<file path="src/rtl/branch_predictor_btb_if.sv">
// Fetch/EX-side bundle for the branch target buffer: same-cycle lookup,
// resolved-outcome training, flush and performance counter readout.
interface branch_predictor_btb_if #(
  parameter int XLEN  = 32,
  parameter int CNT_W = 16
);
  logic [XLEN-1:0]  lookup_pc;
  logic             pred_hit;
  logic             pred_taken;
  logic [XLEN-1:0]  pred_target;
  logic             flush;
  logic             update_valid;
  logic [XLEN-1:0]  update_pc;
  logic             update_taken;
  logic [XLEN-1:0]  update_target;
  logic             update_is_jump;
  logic             update_mispredict;
  logic [CNT_W-1:0] perf_updates;
  logic [CNT_W-1:0] perf_mispredicts;

  modport master (
    output lookup_pc, flush, update_valid, update_pc, update_taken,
           update_target, update_is_jump, update_mispredict,
    input  pred_hit, pred_taken, pred_target, perf_updates, perf_mispredicts
  );

  modport slave (
    input  lookup_pc, flush, update_valid, update_pc, update_taken,
           update_target, update_is_jump, update_mispredict,
    output pred_hit, pred_taken, pred_target, perf_updates, perf_mispredicts
  );
endinterface

</file>
<file path="src/rtl/branch_predictor_btb.sv">
// Direct-mapped branch target buffer with saturating direction counters.
// Lookup is combinational; training lands on the next clock edge.
module branch_predictor_btb #(
  parameter int XLEN     = 32,
  parameter int ENTRIES  = 16,
  parameter int CTR_BITS = 2,
  parameter int CNT_W    = 16
) (
  input logic                  clk,
  input logic                  reset,
  branch_predictor_btb_if.slave bus
);
  localparam int IW = $clog2(ENTRIES);
  localparam int TW = XLEN - IW - 2;
  localparam logic [CTR_BITS-1:0] CTR_MAX  = '1;
  localparam logic [CTR_BITS-1:0] CTR_WEAK = CTR_BITS'(1 << (CTR_BITS - 1));

  logic [ENTRIES-1:0]  valid_q;
  logic [TW-1:0]       tag_q    [ENTRIES];
  logic [XLEN-1:0]     target_q [ENTRIES];
  logic [CTR_BITS-1:0] ctr_q    [ENTRIES];
  logic [CNT_W-1:0]    perf_updates_q;
  logic [CNT_W-1:0]    perf_mispredicts_q;

  logic [IW-1:0]       lk_idx;
  logic [TW-1:0]       lk_tag;
  logic                lk_hit;
  logic                lk_taken;

  logic [IW-1:0]       up_idx;
  logic [TW-1:0]       up_tag;
  logic                up_hit;
  logic                wr_en;
  logic [CTR_BITS-1:0] wr_ctr;
  logic [XLEN-1:0]     wr_target;

  // Lookup reads the pre-update table contents; there is no write bypass.
  always_comb begin
    lk_idx   = bus.lookup_pc[IW+1:2];
    lk_tag   = bus.lookup_pc[XLEN-1:IW+2];
    lk_hit   = valid_q[lk_idx] && (tag_q[lk_idx] == lk_tag);
    lk_taken = lk_hit && ctr_q[lk_idx][CTR_BITS-1];
  end

  assign bus.pred_hit    = lk_hit;
  assign bus.pred_taken  = lk_taken;
  assign bus.pred_target = lk_taken ? target_q[lk_idx] : bus.lookup_pc + XLEN'(4);

  always_comb begin
    up_idx    = bus.update_pc[IW+1:2];
    up_tag    = bus.update_pc[XLEN-1:IW+2];
    up_hit    = valid_q[up_idx] && (tag_q[up_idx] == up_tag);
    wr_en     = 1'b0;
    wr_ctr    = ctr_q[up_idx];
    wr_target = target_q[up_idx];
    if (bus.update_valid && !bus.flush) begin
      if (up_hit) begin
        wr_en = 1'b1;
        if (bus.update_is_jump) begin
          wr_ctr    = CTR_MAX;
          wr_target = bus.update_target;
        end else if (bus.update_taken) begin
          wr_ctr    = (ctr_q[up_idx] == CTR_MAX) ? CTR_MAX : ctr_q[up_idx] + CTR_BITS'(1);
          wr_target = bus.update_target;
        end else begin
          wr_ctr    = (ctr_q[up_idx] == '0) ? '0 : ctr_q[up_idx] - CTR_BITS'(1);
        end
      end else if (bus.update_taken || bus.update_is_jump) begin
        // Miss allocation simply evicts whatever occupies the slot.
        wr_en     = 1'b1;
        wr_ctr    = bus.update_is_jump ? CTR_MAX : CTR_WEAK;
        wr_target = bus.update_target;
      end
    end
  end

  always_ff @(posedge clk) begin
    if (!reset) begin
      valid_q <= '0;
      for (int i = 0; i < ENTRIES; i++) begin
        tag_q[i]    <= '0;
        target_q[i] <= '0;
        ctr_q[i]    <= '0;
      end
    end else if (bus.flush) begin
      valid_q <= '0;
    end else if (wr_en) begin
      valid_q[up_idx]  <= 1'b1;
      tag_q[up_idx]    <= up_tag;
      target_q[up_idx] <= wr_target;
      ctr_q[up_idx]    <= wr_ctr;
    end
  end

  // Perf counters see every update, including ones discarded by a flush.
  always_ff @(posedge clk) begin
    if (!reset) begin
      perf_updates_q     <= '0;
      perf_mispredicts_q <= '0;
    end else if (bus.update_valid) begin
      if (perf_updates_q != '1)
        perf_updates_q <= perf_updates_q + CNT_W'(1);
      if (bus.update_mispredict && (perf_mispredicts_q != '1))
        perf_mispredicts_q <= perf_mispredicts_q + CNT_W'(1);
    end
  end

  assign bus.perf_updates     = perf_updates_q;
  assign bus.perf_mispredicts = perf_mispredicts_q;
endmodule

</file>
<file path="src/flat_wrapper.sv">
// flat-port wrapper written by rule: the top's interface ports become plain ports
module branch_predictor_btb_flat 
#(
  parameter int XLEN     = 32,
  parameter int ENTRIES  = 16,
  parameter int CTR_BITS = 2,
  parameter int CNT_W    = 16
)
  (clk, reset, bus_lookup_pc, bus_flush, bus_update_valid, bus_update_pc, bus_update_taken, bus_update_target, bus_update_is_jump, bus_update_mispredict, bus_pred_hit, bus_pred_taken, bus_pred_target, bus_perf_updates, bus_perf_mispredicts);
  branch_predictor_btb_if #(.XLEN(XLEN), .CNT_W(CNT_W)) bus_i ();
  input logic clk;
  input logic reset;
  input wire logic [$bits(bus_i.lookup_pc)-1:0] bus_lookup_pc;
  input wire logic [$bits(bus_i.flush)-1:0] bus_flush;
  input wire logic [$bits(bus_i.update_valid)-1:0] bus_update_valid;
  input wire logic [$bits(bus_i.update_pc)-1:0] bus_update_pc;
  input wire logic [$bits(bus_i.update_taken)-1:0] bus_update_taken;
  input wire logic [$bits(bus_i.update_target)-1:0] bus_update_target;
  input wire logic [$bits(bus_i.update_is_jump)-1:0] bus_update_is_jump;
  input wire logic [$bits(bus_i.update_mispredict)-1:0] bus_update_mispredict;
  output wire logic [$bits(bus_i.pred_hit)-1:0] bus_pred_hit;
  output wire logic [$bits(bus_i.pred_taken)-1:0] bus_pred_taken;
  output wire logic [$bits(bus_i.pred_target)-1:0] bus_pred_target;
  output wire logic [$bits(bus_i.perf_updates)-1:0] bus_perf_updates;
  output wire logic [$bits(bus_i.perf_mispredicts)-1:0] bus_perf_mispredicts;
  assign bus_i.lookup_pc = bus_lookup_pc;
  assign bus_i.flush = bus_flush;
  assign bus_i.update_valid = bus_update_valid;
  assign bus_i.update_pc = bus_update_pc;
  assign bus_i.update_taken = bus_update_taken;
  assign bus_i.update_target = bus_update_target;
  assign bus_i.update_is_jump = bus_update_is_jump;
  assign bus_i.update_mispredict = bus_update_mispredict;
  assign bus_pred_hit = bus_i.pred_hit;
  assign bus_pred_taken = bus_i.pred_taken;
  assign bus_pred_target = bus_i.pred_target;
  assign bus_perf_updates = bus_i.perf_updates;
  assign bus_perf_mispredicts = bus_i.perf_mispredicts;
  branch_predictor_btb #(.XLEN(XLEN), .ENTRIES(ENTRIES), .CTR_BITS(CTR_BITS), .CNT_W(CNT_W)) u_core (.clk(clk), .reset(reset), .bus(bus_i));
endmodule
</file>
<file path="config.mk">
export PLATFORM = sky130hd
export DESIGN_NAME = branch_predictor_btb_flat
export DESIGN_NICKNAME = d
export VERILOG_FILES = /design/src/rtl/branch_predictor_btb_if.sv /design/src/rtl/branch_predictor_btb.sv /design/src/flat_wrapper.sv
export SDC_FILE = /design/constraint.sdc
export NUM_CORES = 2
export LEC_CHECK = 0
export ABC_AREA = 1
export ABC_CLOCK_PERIOD_IN_PS = 9000
export CAP_MARGIN = 10
export CORE_AREA = 5 5 367 369
export DETAILED_ROUTE_END_ITERATION = 7
export DIE_AREA = 0 0 372 374
export GPL_TIMING_DRIVEN = 0
export PLACE_DENSITY_LB_ADDON = 0.1
export SETUP_SLACK_MARGIN = 0.4
export SLEW_MARGIN = 5
export SYNTH_ARGS = -nofsm -noshare
export SYNTH_HDL_FRONTEND = slang
export SYNTH_SLANG_ARGS = --single-unit
</file>
<file path="constraint.sdc">
create_clock -name clk -period 9 [get_ports clk]
set_clock_uncertainty 0.15 [all_clocks]
set_input_delay 1.35 -clock clk [delete_from_list [all_inputs] [get_ports clk]]
set_output_delay 1.35 -clock clk [all_outputs]
set_load 0.01 [all_outputs]
</file>
**After elaboration in Yosys (flattened, before gate mapping)**

Memories as Yosys holds them, arrays and structs flattened.
Index checks and enable logic that the tools add are counted.

- Bits in registers: 48
- RAM bits: 960
- Input bits: 103
- Output and inout port bits: 66
- Logic and storage cells: 77
- Memories kept: 3

Memory list:

| name | depth | bits a word | rd ports | clocked after memory_dff | wr ports | line | source |
|---|---|---|---|---|---|---|---|
| u_core.target_q | 16 | 32 | 1 | 0 | 16 | branch_predictor_btb.sv:20 | `logic [XLEN-1:0] target_q [ENTRIES];` |
| u_core.tag_q | 16 | 26 | 2 | 0 | 16 | branch_predictor_btb.sv:19 | `logic [TW-1:0] tag_q [ENTRIES];` |
| u_core.ctr_q | 16 | 2 | 2 | 0 | 16 | branch_predictor_btb.sv:21 | `logic [CTR_BITS-1:0] ctr_q [ENTRIES];` |

- Add/sub/neg operators: 5
- $lt $le $gt $ge: 3
- Eq/ne operators: 8
- Mux-type cells: 37
- Bitwise operators: 2
- Reductions and logical operators: 16

Operator list:

| kind | count |
|---|---|
| 32-bit 2-to-1 mux | 7 |
| 26-bit == test | 2 |
| 16-bit by 1-bit adder with 16-bit output, second input constant | 2 |
| 32-bit by 3-bit adder with 32-bit output, second input constant | 1 |
| 16-bit != test, second input constant | 2 |
| 32-bit OR reduction | 1 |
| 26-bit 2-to-1 mux | 1 |
| 26-bit OR reduction | 1 |
| 2-bit 2-to-1 mux | 8 |
| 16-bit OR | 1 |
| 1-bit 2-to-1 mux | 15 |
| 4-bit 2-to-1 mux | 3 |
| 4-bit by 5-bit less-than comparator with 1-bit output, second input constant | 2 |
| 1-bit binary-select mux with 4-bit select | 2 |
| 1-bit logical AND | 6 |
| 1-bit demux with 4-bit select | 1 |
| 4-bit by 1-bit >= comparator with 1-bit output, second input constant | 1 |
| 4-bit != test, second input constant | 1 |
| 2-bit AND reduction | 2 |
| 4-bit AND reduction | 1 |
| 2-bit OR reduction | 2 |
| 3-bit != test, second input constant | 1 |
| 2-bit by 1-bit adder with 2-bit output, second input constant | 1 |
| 2-bit == test, second input constant | 1 |
| other kinds (6) | 6 |

**Longest topological paths before layout**

- Word-level depth: 12
- Gate-level depth with buffers: 24

**Worst setup path after synthesis**

Ideal clock, no wire load.

- Path kind: input to register
- Start point: input port bus_update_pc[2]
- End point: memory u_core.target_q[13][0], enable pin
- Setup time: 466 ps
- Arrival: 5615 ps
- Required time: 8384 ps
- Setup slack: 2769 ps
- Stages on the path: 22
- Buffers on the path: 5
- Cells stage by stage: buf_4 > buf_4 > buf_2 > nand2_1 > o21ai_0 > nand2_1 > nand2_1 > nand2_1 > nand2_1 > nor2_1 > nor2_1 > nor2_1 > nand2_1 > nor2_1 > nand2_1 > nor2_1 > nand2_1 > nand2_2 > buf_4 > buf_4 > nand3_1 > o21ai_0

RTL lines:

| element | line | source |
|---|---|---|
| start, declared | flat_wrapper.sv:16 | `input wire logic [$bits(bus_i.update_pc)-1:0] bus_update_pc;` |
| end, declared | branch_predictor_btb.sv:20 |  |

**Worst setup path in the final report**

- Start point: input port bus_lookup_pc[3]
- End point: output port bus_pred_target[31]

- Longest elaborated chain between the ends: 5
- Elaborated cells on any way between the ends: 10
- Classes of those cells: add/sub (1); eq/ne (1); mux (3); reduce/logical (2); memory (3)

Ends and longest elaborated chain:

| element | line | source |
|---|---|---|
| start, declared | flat_wrapper.sv:13 | `input wire logic [$bits(bus_i.lookup_pc)-1:0] bus_lookup_pc;` |
| memory 16 x 26 bit or 1-bit binary-select mux with 4-bit select (tied branches) | - |  |
| 26-bit == test or 1-bit 2-to-1 mux (tied branches) | branch_predictor_btb.sv:41 | `lk_hit = valid_q[lk_idx] && (tag_q[lk_idx] == lk_tag);` |
| 1-bit logical AND | branch_predictor_btb.sv:41 |  |
| 1-bit logical AND | branch_predictor_btb.sv:42 | `lk_taken = lk_hit && ctr_q[lk_idx][CTR_BITS-1];` |
| 32-bit 2-to-1 mux (*) | branch_predictor_btb.sv:47 | `assign bus.pred_target = lk_taken ? target_q[lk_idx] : bus.lookup_pc + XLEN'(4);` |
| end, declared | flat_wrapper.sv:23 | `output wire logic [$bits(bus_i.pred_target)-1:0] bus_pred_target;` |

Every way passes the cells marked *; elsewhere a longest branch is shown, timed or not. The select of a mux whose other input is x is not followed.

==> results.sh <==
export IMPL_gr_total_overflow=0
export IMPL_max_slew_margin_rel=0.09057
export IMPL_die_area_sq_mm=0.1391
export IMPL_drive_above_1_share=0.08065
export IMPL_path_depth=16
export IMPL_grt_pass1_vias=47051
export IMPL_synth_avg_cell_area_sq_um=8.773
export IMPL_r2r_slack_ns=4.07
export IMPL_fmax_ghz=0.1131
export IMPL_cpPeakStageDelay_ns=0.96
export IMPL_synth_cell_type_count=45
export IMPL_utilization=0.4646
export IMPL_dr_total_vias=49795
export IMPL_yosysSeqAreaShare=0.5736
export IMPL_drc=0
export IMPL_rows=133
export IMPL_crit_required_ns=7.50
export IMPL_fin_nets=6341
export IMPL_synth_top_area_share=0.5551
export IMPL_die_h_um=374
export IMPL_synth_edff_count=960
export IMPL_final_cells=8099
export IMPL_p_leak_nw=22.51
export IMPL_yosysWarnings=0
export IMPL_globalplace_congestion=1.036
export IMPL_antenna_found_initial=12
export IMPL_path_clk_slew_ns=0.06
export IMPL_layout_common_cells="1123 x nand2_1, 960 x edfxtp_1, 954 x nor2_1"
export IMPL_cpMostUsedCell="nand2_1"
export IMPL_synth_largest_area_cell="edfxtp_1"
export IMPL_status="finished clean"
export IMPL_synthArstFlopShare=0
export IMPL_grt_max_degree=30
export IMPL_clk_path_buf_depth=3
export IMPL_critPathKind="in2out"
export IMPL_place_inst=7872
export IMPL_worstSetupEndpointType="output port"
export IMPL_design_area_sq_mm=0.06077
export IMPL_finalSetupViolCount=0
export IMPL_fin_crit_sh=0.9823
export IMPL_start_util=0.3971
export IMPL_synth_seq_cells=1008
export IMPL_htreeDepth=3
export IMPL_crit_family="buffers and inverters"
export IMPL_cp_slowest_cell="clkdlybuf4s15_1"
export IMPL_worst_pin_slew_ns=1.364
export IMPL_cellPowerDensity_mw_per_mm2=199.2
export IMPL_finalWorstSetupSlack_ns=0.1593
export IMPL_crit_buf_inv=5
export IMPL_cts_tree="built"
export IMPL_via_per_inst=6.148
export IMPL_detail_route_first_pass_iterations=6
export IMPL_synthCells=5920
export IMPL_core_area_sq_mm=0.1308
export IMPL_area_delta_synth_final_pct=17.02
export IMPL_port_buffers=163
export IMPL_ir_drop_v=0.0001609
export IMPL_hpwl_mm=193.6
export IMPL_detail_route_wl_per_cell_um=33.30
export IMPL_cap_violations=0
export IMPL_tns_ns=0
export IMPL_grt_pass1_wl_mm=365.6
export IMPL_cp_arrival_ns=7.34
export IMPL_cts_sinks=1008
export IMPL_hp_class="reg2reg"
export IMPL_hold_violations=0
export IMPL_rr_worst_depth=18
export IMPL_drt_initial_drc_count=7403
export IMPL_die_x_um=372
export IMPL_cts_hold_buf=0
export IMPL_drv_slew=0
export IMPL_syn_area_sq_mm=0.05193
export IMPL_synth_top_flop_cell="edfxtp_1"
export IMPL_numCtsBuffers=116
export IMPL_clk_latency_ns=0.78
export IMPL_start_kind="input port"
export IMPL_syn_nets=6026
export IMPL_io_pins=169
export IMPL_synth_area_top_cells="edfxtp_1 56%, nand2_1 8.2%, nor2_1 6.9%"
export IMPL_cp_max_fo=10
export IMPL_place_area_sq_mm=0.05670
export IMPL_root_buffer="clkbuf_16"
export IMPL_period_needed_ns=8.841
export IMPL_final_antenna_net_count=0
export IMPL_cp_cell_sequence="clkdlybuf4s50_1, buf_2, clkdlybuf4s15_1, o21ai_0, o21ai_0, nand2_1, nand3_1, xor2_1, nand2_1, nor2_1, nand3_1, nor2_2, nand2_1, clkbuf_1, o21ai_1, clkdlybuf4s50_1"
export IMPL_grtUsageTotal=0.3757
export IMPL_grt_setup_unrepaired="true"
export IMPL_final_common_cell="nand2_1"
export IMPL_drt_total_wl_mm=269.7
export IMPL_whs_path_depth=2
export IMPL_dpl_worst_slack_ns=-0.6909
[where the power goes]
| group | internal (mW) | switching, mW | total, mW | leakage, nW |
|---|---|---|---|---|
| Combinational | 0.381 | 1.25 | 1.63 | 11.0 |
| Clock | 2.88 | 2.13 | 5.01 | 1.91 |
| Sequential | 5.37 | 0.0909 | 5.46 | 9.55 |
| Total | 8.63 | 3.47 | 12.1 | 22.5 |
[worst register-to-register path, delay by kind of cell, from the launching register on]
family                 cells  cell delay, ns
buffers and inverters      2            0.87
DFF                        1            0.37
and+or+nand+nor           14            3.01
AOI/OAI and AO/OA          2            0.37
[synth_stat cells, types with 19 or more instances]
| master | count |
|---|---|
| a21oi_1 | 232 |
| a221oi_1 | 23 |
| buf_1 | 19 |
| buf_2 | 182 |
| clkbuf_1 | 290 |
| clkinv_1 | 26 |
| dfxtp_1 | 48 |
| edfxtp_1 | 960 |
| inv_1 | 329 |
| nand2_1 | 1139 |
| nand3_1 | 154 |
| nand4_1 | 20 |
| nor2_1 | 955 |
| nor3_1 | 530 |
| o211ai_1 | 26 |
| o21ai_0 | 674 |
| o21ai_1 | 47 |
| o221ai_1 | 28 |
| o22ai_1 | 93 |
| xor2_1 | 28 |
[path summary, 6_finish.rpt]
check,from,endpoint
worst max-delay path,bus_lookup_pc[3],bus_pred_target[31]
worst min register to register,u_core.valid_q[14],u_core.valid_q[14]
worst max register to register,u_core.tag_q[0][8],u_core.ctr_q[13][0]
worst min-delay path,u_core.valid_q[14],u_core.valid_q[14]
[flip-flops by register name (all words and copies together), names as in the netlist]
register,cells
u_core.target_q,512
u_core.tag_q,416
u_core.ctr_q,32
u_core.bus.perf_mispredicts,16
u_core.bus.perf_updates,16
u_core.valid_q,16
[layer usage]
layer / share of wire / GRT usage / wire, um / vias up
li1: - / - / - / 21034
met1: 0.36 / 0.4561 / 96100 / 24243
met2: 0.44 / 0.5701 / 117600 / 3528
met3: 0.12 / 0.1040 / 31060 / 976
met4: 0.092 / 0.2792 / 24830 / 14
met5: 0.00035 / 0 / 95 / -
[cell type report]
| class | instances | area [sq um] |
|---|---|---|
| Antenna cell | 8 | 20.02 |
| Buffer | 497 | 2215 |
| Clock buffer | 139 | 3062 |
| Clock inverter | 80 | 873.3 |
| Fill cell | 12895 | 70030 |
| Inverter | 362 | 1359 |
| Multi-Input combinational cell | 4053 | 18910 |
| Sequential cell | 1008 | 29790 |
| Tap cell | 1755 | 2196 |
| Timing Repair Buffer | 197 | 2349 |
[logic make-up (layout without fill, tap and decap cells)]
family                     Yosys count  in the layout  synth area share
adders and majority gates            3              3         0.0007228
other                                0              8                 0
buffers and inverters              859           1275           0.06712
xor gates and xnor gates            30             30          0.005059
DFF                               1008           1008            0.5736
and+or+nand+nor                   2837           2837            0.2288
AOI/OAI and AO/OA                 1183           1183            0.1247
[metrics by stage]
| stage | hold WS, ns | power (mW) |
|---|---|---|
| after global routing | 0.3486 | 12.34 |
| after floorplan | 0.2904 | 6.293 |
| final | 0.3284 | 12.10 |
| after global placement | 0.3095 | 7.078 |
| after detailed placement | 0.3166 | 7.107 |
| after CTS | 0.3297 | 12.02 |
[repair_timing]
action                                  CTS  global route
gates resized for setup                  49            24
cloned                                    0             0
setup buffers                             0             0
endpoints found under the setup margin   32            14
(Power assumes the default switching activity.)
